## config.mk

```make
export PLATFORM = sky130hd
export DESIGN_NAME = score_tracker
export DESIGN_NICKNAME = d
export VERILOG_FILES = /design/src/rtl/score_tracker.sv
export SDC_FILE = /design/constraint.sdc
export NUM_CORES = 1
export LEC_CHECK = 0
export ABC_AREA = 1
export ABC_CLOCK_PERIOD_IN_PS = 2550
export BUFFER_PORTS_ARGS = -buffer_cell sky130_fd_sc_hd__buf_2
export CORE_ASPECT_RATIO = 0.9
export CORE_MARGIN = 3
export CORE_UTILIZATION = 55
export DETAILED_ROUTE_END_ITERATION = 8
export PLACE_DENSITY_LB_ADDON = 0.15
export SLEW_MARGIN = 20
export SYNTH_ARGS = -nofsm -noshare
export SYNTH_HDL_FRONTEND = slang
export SYNTH_SLANG_ARGS = --single-unit
```

## constraint.sdc

```tcl
create_clock -name clk -period 2.55 [get_ports clk]
set_clock_uncertainty 0.1 [all_clocks]
set_input_delay 0.3825 -clock clk [delete_from_list [all_inputs] [get_ports clk]]
set_output_delay 0.3825 -clock clk [all_outputs]
set_load 0.02 [all_outputs]
```

## src/rtl/score_tracker.sv

```systemverilog
// Tracks the highest-scoring cell of a QUERY_LEN x DB_LEN score matrix streamed in raster order.
// It also counts the cells flagged as zero, then holds the result until the consumer accepts it.
module score_tracker #(
    parameter int SCORE_WIDTH  = 8,
    parameter int SOURCE_WIDTH = 2,
    parameter int QUERY_LEN    = 16,
    parameter int DB_LEN       = 16,
    localparam int ROW_WIDTH   = $clog2(QUERY_LEN),
    localparam int COL_WIDTH   = $clog2(DB_LEN),
    localparam int CNT_WIDTH   = $clog2(QUERY_LEN*DB_LEN+1)
) (
    input  logic                    clk,
    input  logic                    rst_n,
    input  logic                    start,
    input  logic                    in_valid,
    output logic                    in_ready,
    input  logic [SCORE_WIDTH-1:0]  score,
    input  logic                    zero_score_bit,
    input  logic [SOURCE_WIDTH-1:0] source,
    output logic                    out_valid,
    input  logic                    out_ready,
    output logic [SCORE_WIDTH-1:0]  max_score,
    output logic [ROW_WIDTH-1:0]    max_row,
    output logic [COL_WIDTH-1:0]    max_col,
    output logic [SOURCE_WIDTH-1:0] max_source,
    output logic [CNT_WIDTH-1:0]    zero_count,
    output logic                    busy
);

    localparam int CELLS = QUERY_LEN * DB_LEN;

    typedef enum logic [1:0] {
        S_IDLE    = 2'd0,
        S_COLLECT = 2'd1,
        S_REPORT  = 2'd2
    } state_t;

    state_t                  r_state;
    logic                    r_in_ready;
    logic                    r_out_valid;
    logic                    r_busy;
    logic [SCORE_WIDTH-1:0]  r_max_score;
    logic [ROW_WIDTH-1:0]    r_max_row;
    logic [COL_WIDTH-1:0]    r_max_col;
    logic [SOURCE_WIDTH-1:0] r_max_source;
    logic [CNT_WIDTH-1:0]    r_zero_count;
    logic [ROW_WIDTH-1:0]    r_row;
    logic [COL_WIDTH-1:0]    r_col;

    logic w_accept;
    logic w_last_col;
    logic w_last_row;
    logic w_zero_sat;

    // in_ready is only ever high in COLLECT, so acceptance implies COLLECT.
    assign w_accept   = in_valid && r_in_ready;
    assign w_last_col = (r_col == COL_WIDTH'(DB_LEN - 1));
    assign w_last_row = (r_row == ROW_WIDTH'(QUERY_LEN - 1));
    assign w_zero_sat = (r_zero_count == CNT_WIDTH'(CELLS));

    always_ff @(posedge clk or negedge rst_n) begin
        if (!rst_n) begin
            r_state      <= S_IDLE;
            r_in_ready   <= 1'b0;
            r_out_valid  <= 1'b0;
            r_busy       <= 1'b0;
            r_max_score  <= '0;
            r_max_row    <= '0;
            r_max_col    <= '0;
            r_max_source <= '0;
            r_zero_count <= '0;
            r_row        <= '0;
            r_col        <= '0;
        end else begin
            case (r_state)
                S_IDLE: begin
                    if (start) begin
                        r_state      <= S_COLLECT;
                        r_in_ready   <= 1'b1;
                        r_busy       <= 1'b1;
                        r_max_score  <= '0;
                        r_max_row    <= '0;
                        r_max_col    <= '0;
                        r_max_source <= '0;
                        r_zero_count <= '0;
                        r_row        <= '0;
                        r_col        <= '0;
                    end
                end
                S_COLLECT: begin
                    if (w_accept) begin
                        // Strict compare keeps the earliest cell on ties.
                        if (score > r_max_score) begin
                            r_max_score  <= score;
                            r_max_row    <= r_row;
                            r_max_col    <= r_col;
                            r_max_source <= source;
                        end
                        if (zero_score_bit && !w_zero_sat) begin
                            r_zero_count <= r_zero_count + CNT_WIDTH'(1);
                        end
                        if (w_last_col) begin
                            r_col <= '0;
                            if (w_last_row) begin
                                r_row       <= '0;
                                r_state     <= S_REPORT;
                                r_in_ready  <= 1'b0;
                                r_out_valid <= 1'b1;
                            end else begin
                                r_row <= r_row + ROW_WIDTH'(1);
                            end
                        end else begin
                            r_col <= r_col + COL_WIDTH'(1);
                        end
                    end
                end
                S_REPORT: begin
                    if (r_out_valid && out_ready) begin
                        r_state     <= S_IDLE;
                        r_out_valid <= 1'b0;
                        r_busy      <= 1'b0;
                    end
                end
                default: begin
                    r_state     <= S_IDLE;
                    r_in_ready  <= 1'b0;
                    r_out_valid <= 1'b0;
                    r_busy      <= 1'b0;
                end
            endcase
        end
    end

    assign in_ready   = r_in_ready;
    assign out_valid  = r_out_valid;
    assign busy       = r_busy;
    assign max_score  = r_max_score;
    assign max_row    = r_max_row;
    assign max_col    = r_max_col;
    assign max_source = r_max_source;
    assign zero_count = r_zero_count;

endmodule

```

==> results.md <==
| Parameter | This run | Unit |
|:---|:---|:---|
| Result of the run | completed | - |
| CP Data Required Time | 2640 | ps |
| Final number of max-transition violations | 0 | - |
| Time the final worst path needs with I/O delays and setup | 1950 | ps |
| X dimension of the die | 73.5 | um |
| Maximum number of buffers from clock root to sink | 2 | - |
| Pwr Density | 1110 | mW/mm^2 |
| Maximum vdd drop | 0.605 | mV |
| Most frequent standard cell in the layout excluding fill and tap cells | sky130_fd_sc_hd__nand2_1 | - |
| Number of hold-slack violations in the final timing report | 0 | - |
| Crit path launch | r_state[0] | - |
| Max-slew headroom | 0.429 | - |
| Area Overhead vs Synth | 16.4 | % |
| Count of antenna-violating nets left after detailed routing | 0 | - |
| PortBufs | 45 | - |
| Non-Filler Cell Area, Final | 0.00263 | sq mm |
| Critical path start-end classification | flop to flop | - |
| Timing endpoint of the critical path | max_source[0] | - |
| Starting Density | 0.588 | - |
| All-layer global routing usage | 0.209 | - |
| Post-Place Cell Area | 0.00253 | sq mm |
| Sort of element at the end of the critical path | flop | - |
| Delay-heaviest family, CP | simple AND/OR/NAND/NOR gates | - |
| Area enclosed by the die boundary | 0.00491 | sq mm |
| Cell breakdown of the critical path | nor2_1 > inv_1 > a21oi_4 > buf_4 > nand2_2 > nand2_1 > nand2_1 | - |
| Critical Path Stages | 7 | - |
| Routed WL per cell | 11.7 | um |
| Max Fanout on Critical Path | 25 | - |
| Warning count from the yosys run | 0 | - |
| Max incr delay on CP | 430 | ps |
| TritonCTS clock tree | done | - |
| Post-CTS Setup Repair Bufs | 0 | - |
| Number of buffers added to fix hold violations after cts | 0 | - |
| Max Freq | 0.512 | GHz |
| Antenna Diode Count | 0 | - |
| Flops & latches, synth | 40 | - |
| Reg2Reg Setup Slack | 600 | ps |
| Endpoint of the lowest-slack register-to-register path | max_source[0] | - |
| Via count of the first global-routing pass | 1861 | - |
| Core footprint | 0.00384 | sq mm |
| Post-CTS sizing | 0 | - |
| Class of the tightest hold or removal check | input port to asynchronous set/reset pin | - |
| First-pass GRT wire length | 8070 | um |
| HPWL after detailed placement | 3420 | um |
| Number of DRC markers after the initial detailed-route iteration | 162 | - |
| Number of remaining DRC errors | 0 | - |
| Cell Rows | 21 | - |
| CP Launch Type | flop | - |
| Hold_ws | 94.4 | ps |
| Crit-path slowest cell | sky130_fd_sc_hd__dfrtp_1 | - |
| Antenna violations before repair | 0 | - |
| Final core utilization | 0.685 | - |
| Most frequent cells in the layout | sky130_fd_sc_hd__nand2_1 (85), sky130_fd_sc_hd__inv_1 (48), sky130_fd_sc_hd__buf_2 (45) | - |
| Final routed wirelength across all metal layers | 4680 | um |
| Insertion delay to the later sink of the worst-skew pair | 290 | ps |
| GP Congestion | 0.878 | - |
| Period Utilization, post-route | 0.766 | - |
| Setup repair after global routing missed its margin | false | - |
| Number of H-tree branching levels | 2 | - |
| Distinct cells, synth | 25 | - |
| Ports | 46 | - |
| Netlist area before placement | 0.00226 | sq mm |
| Number of detailed-route iterations in the first pass | 4 | - |
| Maximum number of pins on one net before global-route repair | 41 | - |
| Die H | 66.8 | um |
| Number of nets in the synthesized netlist | 332 | - |
| Clk pin slew, worst setup/hold paths | 80 | ps |
| Post-route setup TNS | 0 | ps |
| Syn_area_per_cell | 7.42 | sq um |
| Worst slew pin tran | 857 | ps |
| Total power consumption of the routed design | 2.91 | mW |
| Buffer and inverter count on the worst path | 2 | - |
| Proportion of layout cells with a drive suffix above 1 | 0.178 | - |
| Clock Sink Count | 40 | - |
| Data arrival time of the critical path | 2040 | ps |
| Startpoint of the most critical register-to-register path | r_state[0] | - |
| Crit path top cell by count | sky130_fd_sc_hd__nand2_1 | - |
| Total number of vias | 1980 | - |
| TritonCTS Buffers | 5 | - |
| Max-cap violation count | 0 | - |
| Gate count after technology mapping | 304 | - |
| Via-per-instance ratio | 4.96 | - |
| Number of cells on the worst reg-to-reg path | 7 | - |
| Clock root cell | sky130_fd_sc_hd__clkbuf_8 | - |
| Post-synthesis sequential area ratio | 0.443 | - |
| Total grt overflow | 0 | - |
| Number of nets in the final layout | 380 | - |
| Leakage component of the power | 1.53 | nW |
| Setup violators final | 0 | - |
-- final cells by class --
cell class | count | area, sq um
clock buffer | 6 | 82.6
clock inverter | 2 | 10.0
fill | 320 | 1210
inverter | 50 | 188
multi-input combinational | 206 | 1030
sequential | 40 | 1000
tap | 46 | 57.6
timing repair buffer | 49 | 255
-- report_power, final --
part           leakage [nW]  switching, mW  internal, mW
combinational         0.982          0.878         0.488
sequential            0.496          0.209         0.895
clock                0.0510          0.220         0.216
-- cells by family after synthesis --
family / count (synthesis) / share of synthesized area
flops: 40 / 0.443
buf+inv: 58 / 0.0992
simple gates: 161 / 0.302
xor+xnor: 4 / 0.0155
fa+ha+maj: 12 / 0.0665
compound gates: 29 / 0.0737
-- metal layers --
| layer | routed length [um] | vias up | global-route usage |
|---|---|---|---|
| li1 | - | 1047 | - |
| met2 | 2160 | 45 | 0.345 |
| met4 | 33 | 0 | 0.0543 |
| met1 | 2280 | 883 | 0.280 |
| met5 | 0 | - | 0 |
| met3 | 204 | 5 | 0.0407 |
-- worst reg2reg max path, stage by stage (launching register included) --
cell                      delay (ps)
sky130_fd_sc_hd__dfrtp_1         430
sky130_fd_sc_hd__nor2_1          250
sky130_fd_sc_hd__inv_1           120
sky130_fd_sc_hd__a21oi_4         190
sky130_fd_sc_hd__buf_4           300
sky130_fd_sc_hd__nand2_2         270
sky130_fd_sc_hd__nand2_1         140
sky130_fd_sc_hd__nand2_1          60
-- flip-flops by register name, summed over array words and instances, names as in the netlist --
| signal | flops |
|---|---|
| r_state | 2 |
| max_score | 8 |
| r_row | 4 |
| max_col | 4 |
| max_source | 2 |
| in_ready | 1 |
| out_valid | 1 |
| r_col | 4 |
| zero_count | 9 |
| busy | 1 |
| max_row | 4 |
-- stage by stage --
step | std cells | worst slack, ps
after floorplan | 304 | 604
after global placement | 391 | 647
after global routing | 399 | 396
after CTS | 399 | 575
final | 399 | 596
after detailed placement | 391 | 595
-- worst min-delay path by stage --
stage	from	to	slack [ps]
after floorplan	rst_n	busy	-10
after global placement	max_source[1]	max_source[1]	350
after detailed placement	max_row[1]	max_row[1]	350
after CTS	rst_n	zero_count[7]	130
after global routing	rst_n	zero_count[7]	150
final	rst_n	zero_count[3]	90
-- cell usage after synthesis, drive strengths merged --
| cell | count | area share |
|---|---|---|
| o31ai | 2 | 0.0066 |
| dfrtp | 40 | 0.44 |
| o21ai | 17 | 0.038 |
| xor2 | 3 | 0.012 |
| nand4 | 4 | 0.011 |
| nand3b | 1 | 0.0033 |
| clkbuf | 2 | 0.0033 |
| ha | 12 | 0.067 |
| nand2 | 87 | 0.15 |
| a21o | 1 | 0.0033 |
| nand3 | 30 | 0.067 |
| xnor2 | 1 | 0.0039 |
| inv | 50 | 0.083 |
| nor2 | 31 | 0.055 |
| nor3 | 7 | 0.016 |
| buf | 6 | 0.013 |
| a21oi | 8 | 0.023 |
| o21a | 1 | 0.0033 |
| nor3b | 1 | 0.0033 |
No activity file was read; power rests on OpenSTA's default activity.
